==> src/rtl/eth_pkg.sv <==
// Shared Ethernet MAC definitions: TX FCS state encoding, frame constants,
// and the reflected CRC-32 byte-update step.
package eth_pkg;

    typedef enum logic [1:0] {
        ST_IDLE = 2'd0,
        ST_DATA = 2'd1,
        ST_PAD  = 2'd2,
        ST_FCS  = 2'd3
    } eth_tx_fcs_st_t;

    localparam int          ETH_MIN_FRAME = 60;
    localparam int          ETH_FCS_LEN   = 4;
    localparam logic [31:0] CRC32_RESIDUE = 32'hDEBB20E3;
    localparam logic [31:0] CRC32_POLY    = 32'hEDB88320;

    // One byte of LSB-first CRC-32 on the raw (non-inverted) register.
    function automatic logic [31:0] crc32_next(input logic [31:0] crc, input logic [7:0] data);
        logic [31:0] c;
        c = crc;
        for (int i = 0; i < 8; i++) begin
            if (c[0] ^ data[i])
                c = (c >> 1) ^ CRC32_POLY;
            else
                c = c >> 1;
        end
        return c;
    endfunction

endpackage

==> src/rtl/crc32.sv <==
// Byte-serial Ethernet CRC-32 with synchronous clear; crc output is the
// final-inverted value ready to be sent as the FCS.
module crc32
    import eth_pkg::*;
(
    input  logic        clk,
    input  logic        clr,
    input  logic        en,
    input  logic [7:0]  data_in,
    output logic [31:0] crc
);

    logic [31:0] r_state;

    always_ff @(posedge clk) begin
        if (clr)
            r_state <= '1;
        else if (en)
            r_state <= crc32_next(r_state, data_in);
    end

    assign crc = ~r_state;

endmodule

==> src/rtl/eth_tx_fcs.sv <==
// TX FCS inserter: passes payload, optionally zero-pads (ETH_TX_PAD_EN), then
// appends the 4-byte CRC-32 FCS.  State | meaning:
//   IDLE | waiting for first byte of a frame     DATA | passing payload bytes
//   PAD  | emitting 0x00 up to MIN_LEN          FCS  | emitting the 4 FCS bytes
module eth_tx_fcs
    import eth_pkg::*;
#(
    parameter int MIN_LEN = ETH_MIN_FRAME
) (
    input  logic       clk,
    input  logic       rst,
    input  logic [7:0] in_data,
    input  logic       in_valid,
    input  logic       in_last,
    output logic       in_ready,
    output logic [7:0] out_data,
    output logic       out_valid,
    output logic       out_last,
    input  logic       out_ready
);

`ifdef ETH_TX_PAD_EN
    localparam bit PAD_ENABLED = 1'b1;
`else
    localparam bit PAD_ENABLED = 1'b0;
`endif

    localparam logic [6:0] MIN_LEN_W = 7'(MIN_LEN);
    localparam logic [1:0] FCS_LAST  = 2'(ETH_FCS_LEN - 1);

    eth_tx_fcs_st_t r_st;
    logic [5:0]     r_cnt;
    logic [1:0]     r_fcs_idx;
    logic [7:0]     r_out_data;
    logic           r_out_valid;
    logic           r_out_last;

    logic           w_load;
    logic           w_accepting;
    logic           w_in_ready;
    logic           w_in_fire;
    logic [6:0]     w_cnt_p1;
    logic [5:0]     w_cnt_sat;
    logic           w_short;
    logic           w_fcs_end;
    logic           w_crc_en;
    logic           w_crc_clr;
    logic [7:0]     w_crc_din;
    logic [31:0]    w_crc;
    logic [7:0]     w_fcs_byte;

    assign w_load      = !r_out_valid || out_ready;
    assign w_accepting = (r_st == ST_IDLE) || (r_st == ST_DATA);
    assign w_in_ready  = w_load && w_accepting && !rst;
    assign w_in_fire   = in_valid && w_in_ready;

    assign w_cnt_p1  = {1'b0, r_cnt} + 7'd1;
    assign w_cnt_sat = (r_cnt == 6'd63) ? r_cnt : w_cnt_p1[5:0];
    assign w_short   = w_cnt_p1 < MIN_LEN_W;

    assign w_fcs_end = w_load && (r_st == ST_FCS) && (r_fcs_idx == FCS_LAST);

    // CRC advances on the same edge that loads a payload/pad byte into the slot.
    assign w_crc_en  = w_load && (w_in_fire || (r_st == ST_PAD));
    assign w_crc_din = (r_st == ST_PAD) ? 8'h00 : in_data;
    assign w_crc_clr = rst || w_fcs_end;

    crc32 u_crc (
        .clk     (clk),
        .clr     (w_crc_clr),
        .en      (w_crc_en),
        .data_in (w_crc_din),
        .crc     (w_crc)
    );

    always_comb begin
        w_fcs_byte = w_crc[7:0];
        case (r_fcs_idx)
            2'd0: w_fcs_byte = w_crc[7:0];
            2'd1: w_fcs_byte = w_crc[15:8];
            2'd2: w_fcs_byte = w_crc[23:16];
            2'd3: w_fcs_byte = w_crc[31:24];
        endcase
    end

    always_ff @(posedge clk or posedge rst) begin
        if (rst) begin
            r_st        <= ST_IDLE;
            r_cnt       <= 6'd0;
            r_fcs_idx   <= 2'd0;
            r_out_data  <= 8'h00;
            r_out_valid <= 1'b0;
            r_out_last  <= 1'b0;
        end else if (w_load) begin
            case (r_st)
                ST_IDLE, ST_DATA: begin
                    r_out_last <= 1'b0;
                    if (in_valid) begin
                        r_out_data  <= in_data;
                        r_out_valid <= 1'b1;
                        r_cnt       <= w_cnt_sat;
                        if (in_last)
                            r_st <= (PAD_ENABLED && w_short) ? ST_PAD : ST_FCS;
                        else
                            r_st <= ST_DATA;
                    end else begin
                        r_out_valid <= 1'b0;
                    end
                end
`ifdef ETH_TX_PAD_EN
                ST_PAD: begin
                    r_out_data  <= 8'h00;
                    r_out_valid <= 1'b1;
                    r_out_last  <= 1'b0;
                    r_cnt       <= w_cnt_sat;
                    if (!w_short)
                        r_st <= ST_FCS;
                end
`endif
                ST_FCS: begin
                    r_out_data  <= w_fcs_byte;
                    r_out_valid <= 1'b1;
                    r_out_last  <= (r_fcs_idx == FCS_LAST);
                    r_fcs_idx   <= r_fcs_idx + 2'd1;
                    if (r_fcs_idx == FCS_LAST) begin
                        r_st  <= ST_IDLE;
                        r_cnt <= 6'd0;
                    end
                end
                default: begin
                    r_st        <= ST_IDLE;
                    r_cnt       <= 6'd0;
                    r_out_valid <= 1'b0;
                    r_out_last  <= 1'b0;
                end
            endcase
        end
    end

    assign in_ready  = w_in_ready;
    assign out_data  = r_out_data;
    assign out_valid = r_out_valid;
    assign out_last  = r_out_last;

endmodule

==> config.mk <==
export PLATFORM = sky130hd
export DESIGN_NAME = eth_tx_fcs
export DESIGN_NICKNAME = d
export VERILOG_FILES = /design/src/rtl/eth_pkg.sv /design/src/rtl/crc32.sv /design/src/rtl/eth_tx_fcs.sv
export SDC_FILE = /design/constraint.sdc
export NUM_CORES = 1
export LEC_CHECK = 0
export ABC_AREA = 1
export CORE_MARGIN = 10
export CORE_UTILIZATION = 64
export CTS_CLUSTER_SIZE = 10
export DETAILED_ROUTE_END_ITERATION = 10
export GPL_TIMING_DRIVEN = 0
export PLACE_DENSITY_LB_ADDON = 0.3
export SETUP_SLACK_MARGIN = 0.2
export SLEW_MARGIN = 10
export SYNTH_ARGS = -nofsm -noshare
export SYNTH_HDL_FRONTEND = slang
export SYNTH_SLANG_ARGS = --single-unit
==> constraint.sdc <==
create_clock -name clk -period 3.7 [get_ports clk]
set_clock_uncertainty 0.1 [all_clocks]
set_input_delay 0.555 -clock clk [delete_from_list [all_inputs] [get_ports clk]]
set_output_delay 0.555 -clock clk [all_outputs]
set_load 0.02 [all_outputs]
==> impl_metrics.ini <==
[global_route]
grt_start_max_net_pins = 16
grt_pass1_wl_um = 15340
grt_overflow = 0
grt_pass1_vias = 3187
track_usage = 0.2233
grt_antenna_before_repair = 0

[sta]
setup_viol = 0
fin_ws_ns = 1.026
finalHoldViolCount = 0
max_slew.worst_pin.slew_ns = 0.5984
setup_tns_ns = 0
whs_ns = 0.3981
fmax_mhz = 374.0
period_share = 0.7227
rsz0062_at_grt = false
period_minus_slack_ns = 2.674
slew_violations = 0
relSlewSlack = 0.6010

[placed_design]
port_buffers = 23
gp_congestion = 0.9396
detailedPlace.worstSlack_ns = 0.7542
hpwl_um = 6934

[logic_synthesis]
synth-seq-area-share = 0.3118
ys.warnings.count = 0
avgSynthCellArea_um2 = 6.691
synth-main-ff-cell = dfxtp_1
synth_seq_cells = 46
synth.distinct_cells = 31
synth_edf_count = 0
syn_area_mm2 = 0.003178
synthCells = 475
syn_nets = 492
async_reset_ff_frac = 0.3043

[routing]
drt-initial-drc-count = 391
vias_per_cell = 5.976
drtPass1Iterations = 6
wl_per_cell_um = 16.16
wl_um = 9260
vias = 3424
drtAntennaViolNets = 0
drc = 0

[clock_network]
cts.htree.levels = 2
clk_pin_slew_ns = 0.09
cts_tree = built
root_buffer = clkbuf_8
clkLatencyLatePin_ns = 0.30
cts_inserted_buffers = 5
cts_buffer_depth = 2
cts_resized = 0
cts-hold-fix-buffers = 0
cts.sinks = 46
post_cts_buffers = 0

[power]
netSwitchingFraction = 0.5454
power.switching_mw = 2.035
p_int_mw = 1.696
power.share.sequential = 0.243
clkPwrFrac = 0.088
cellLeakagePower_nw = 1.710
ir_drop_mv = 0.5247
combPwrFrac = 0.668
power.total_mw = 3.731
power_density_mw_per_mm2 = 1041

[hold_path]
min_path_type = flip-flop to flip-flop
hold_start = out_last
whs_endpoint = out_last
hold_depth = 2

[critical_path]
reg2reg_to = u_crc.r_state[22]
crit_arrival_ns = 2.81
crit_fanout = 15
crit_type = primary input to flip-flop
worstReg2RegStart = r_st[0]
required_ns = 3.83
reg2reg_slack_ns = 1.67
start_kind = primary input
reg2reg_depth = 12
endpoint_kind = flip-flop

[finish]
finalNetCount = 522
drive_above_1_share = 0.09881
final_cell_mix = 146 x nand2_1, 53 x nand3_1, 45 x a21oi_1, 40 x inv_1, 32 x dfxtp_1
syn2layout_area_growth_pct = 12.76
layout_commonest_cell = nand2_1
n_antenna_cell = 0

[die]
ios = 24
die-area_mm2 = 0.008184
rows = 25
dieWidth_um = 90.47
core-area_mm2 = 0.004755
start_util = 0.6684
die_h_um = 90.47

[run_status]
status = finished, final reports clean

[run]
drv_cap = 0
## critical path, stage by stage
cell and delay, ns:
clkdlybuf4s50_1 0.45, inv_1 0.45, nand3_1 0.20, a21oi_2 0.30, inv_1 0.14, clkbuf_1 0.27
a21oi_1 0.20, o21ai_0 0.14, o211ai_1 0.10
## how the worst max path moves through the flow
stage,startpoint,endpoint,slack (ns),cells after the start
global placement,rst,u_crc.r_state[30],0.85,8
CTS,rst,u_crc.r_state[9],1.04,9
detailed placement,rst,u_crc.r_state[9],0.75,9
finish,rst,u_crc.r_state[9],1.03,9
global route,rst,u_crc.r_state[9],0.85,9
floorplan,rst,u_crc.r_state[12],1.72,8
## registers in the layout (all words and copies together), names as in the netlist
| name | flops |
|---|---|
| r_fcs_idx | 2 |
| out_valid | 1 |
| out_last | 1 |
| u_crc.r_state | 32 |
| r_st | 2 |
| out_data | 8 |
## layer usage
layer | wire length (um) | GRT usage | part of all wire | vias up
li1 | - | - | - | 1626
met1 | 3700 | 0.2801 | 0.40 | 1550
met2 | 4366 | 0.3582 | 0.47 | 211
met3 | 905 | 0.05403 | 0.098 | 37
met4 | 288 | 0.08753 | 0.031 | 0
met5 | 0 | 0 | 0 | -
## power by group through the flow
stage          clock (mW)  combinational [mW]  sequential [mW]
6_report            0.330                2.49            0.908
5_1_grt             0.348                2.77            0.933
4_1_cts             0.332                2.43            0.901
3_5_place_dp            0                2.42            0.912
3_3_place_gp            0                2.35            0.903
2_1_floorplan           0                1.75            0.927
## cell families (layout without fill, tap and decap cells)
family | after synthesis | in the layout | synth area share
buffers and inverters | 58 | 89 | 0.07362
AO/OA/AOI/OAI | 99 | 99 | 0.1772
flip-flops | 46 | 46 | 0.3118
XOR/XNOR | 21 | 21 | 0.07205
AND/OR/NAND/NOR | 247 | 247 | 0.3496
adder cells (fa/ha/maj) | 4 | 4 | 0.01575
## Yosys cell counts (4+ instances only)
cell      count  share of area
nand3_1      53          0.083
a21oi_1      45          0.071
clkbuf_1     11          0.013
nand2_1     146           0.17
dfrtp_1      14           0.11
dfxtp_1      32           0.20
o21ai_1       5         0.0079
inv_1        40          0.047
xor2_1       14          0.039
nand2_2      22          0.043
xnor2_1       4          0.011
o221ai_1     10          0.028
o211ai_1      9          0.021
o21ai_0      27          0.043
nor2_1       14          0.017
ha_1          4          0.016
## cell type report
type | instances | area [um2]
Timing Repair Buffer | 23 | 230.2
Inverter | 44 | 165.2
Sequential cell | 46 | 991.0
Clock buffer | 7 | 86.33
Clock inverter | 1 | 5.005
Multi-Input combinational cell | 371 | 1953
Fill cell | 411 | 1171
Buffer | 14 | 68.82
Tap cell | 67 | 83.83
## metrics by stage
| stage | std cells | utilization | area, um2 |
|---|---|---|---|
| detailed placement | 565 | 0.7345 | 3492 |
| global route | 573 | 0.7537 | 3583 |
| global placement | 565 | 0.7345 | 3492 |
| CTS | 573 | 0.7537 | 3583 |
| floorplan | 475 | - | 3178 |
| finish | 573 | 0.7537 | 3583 |
Power figures use the tool's default switching activity.
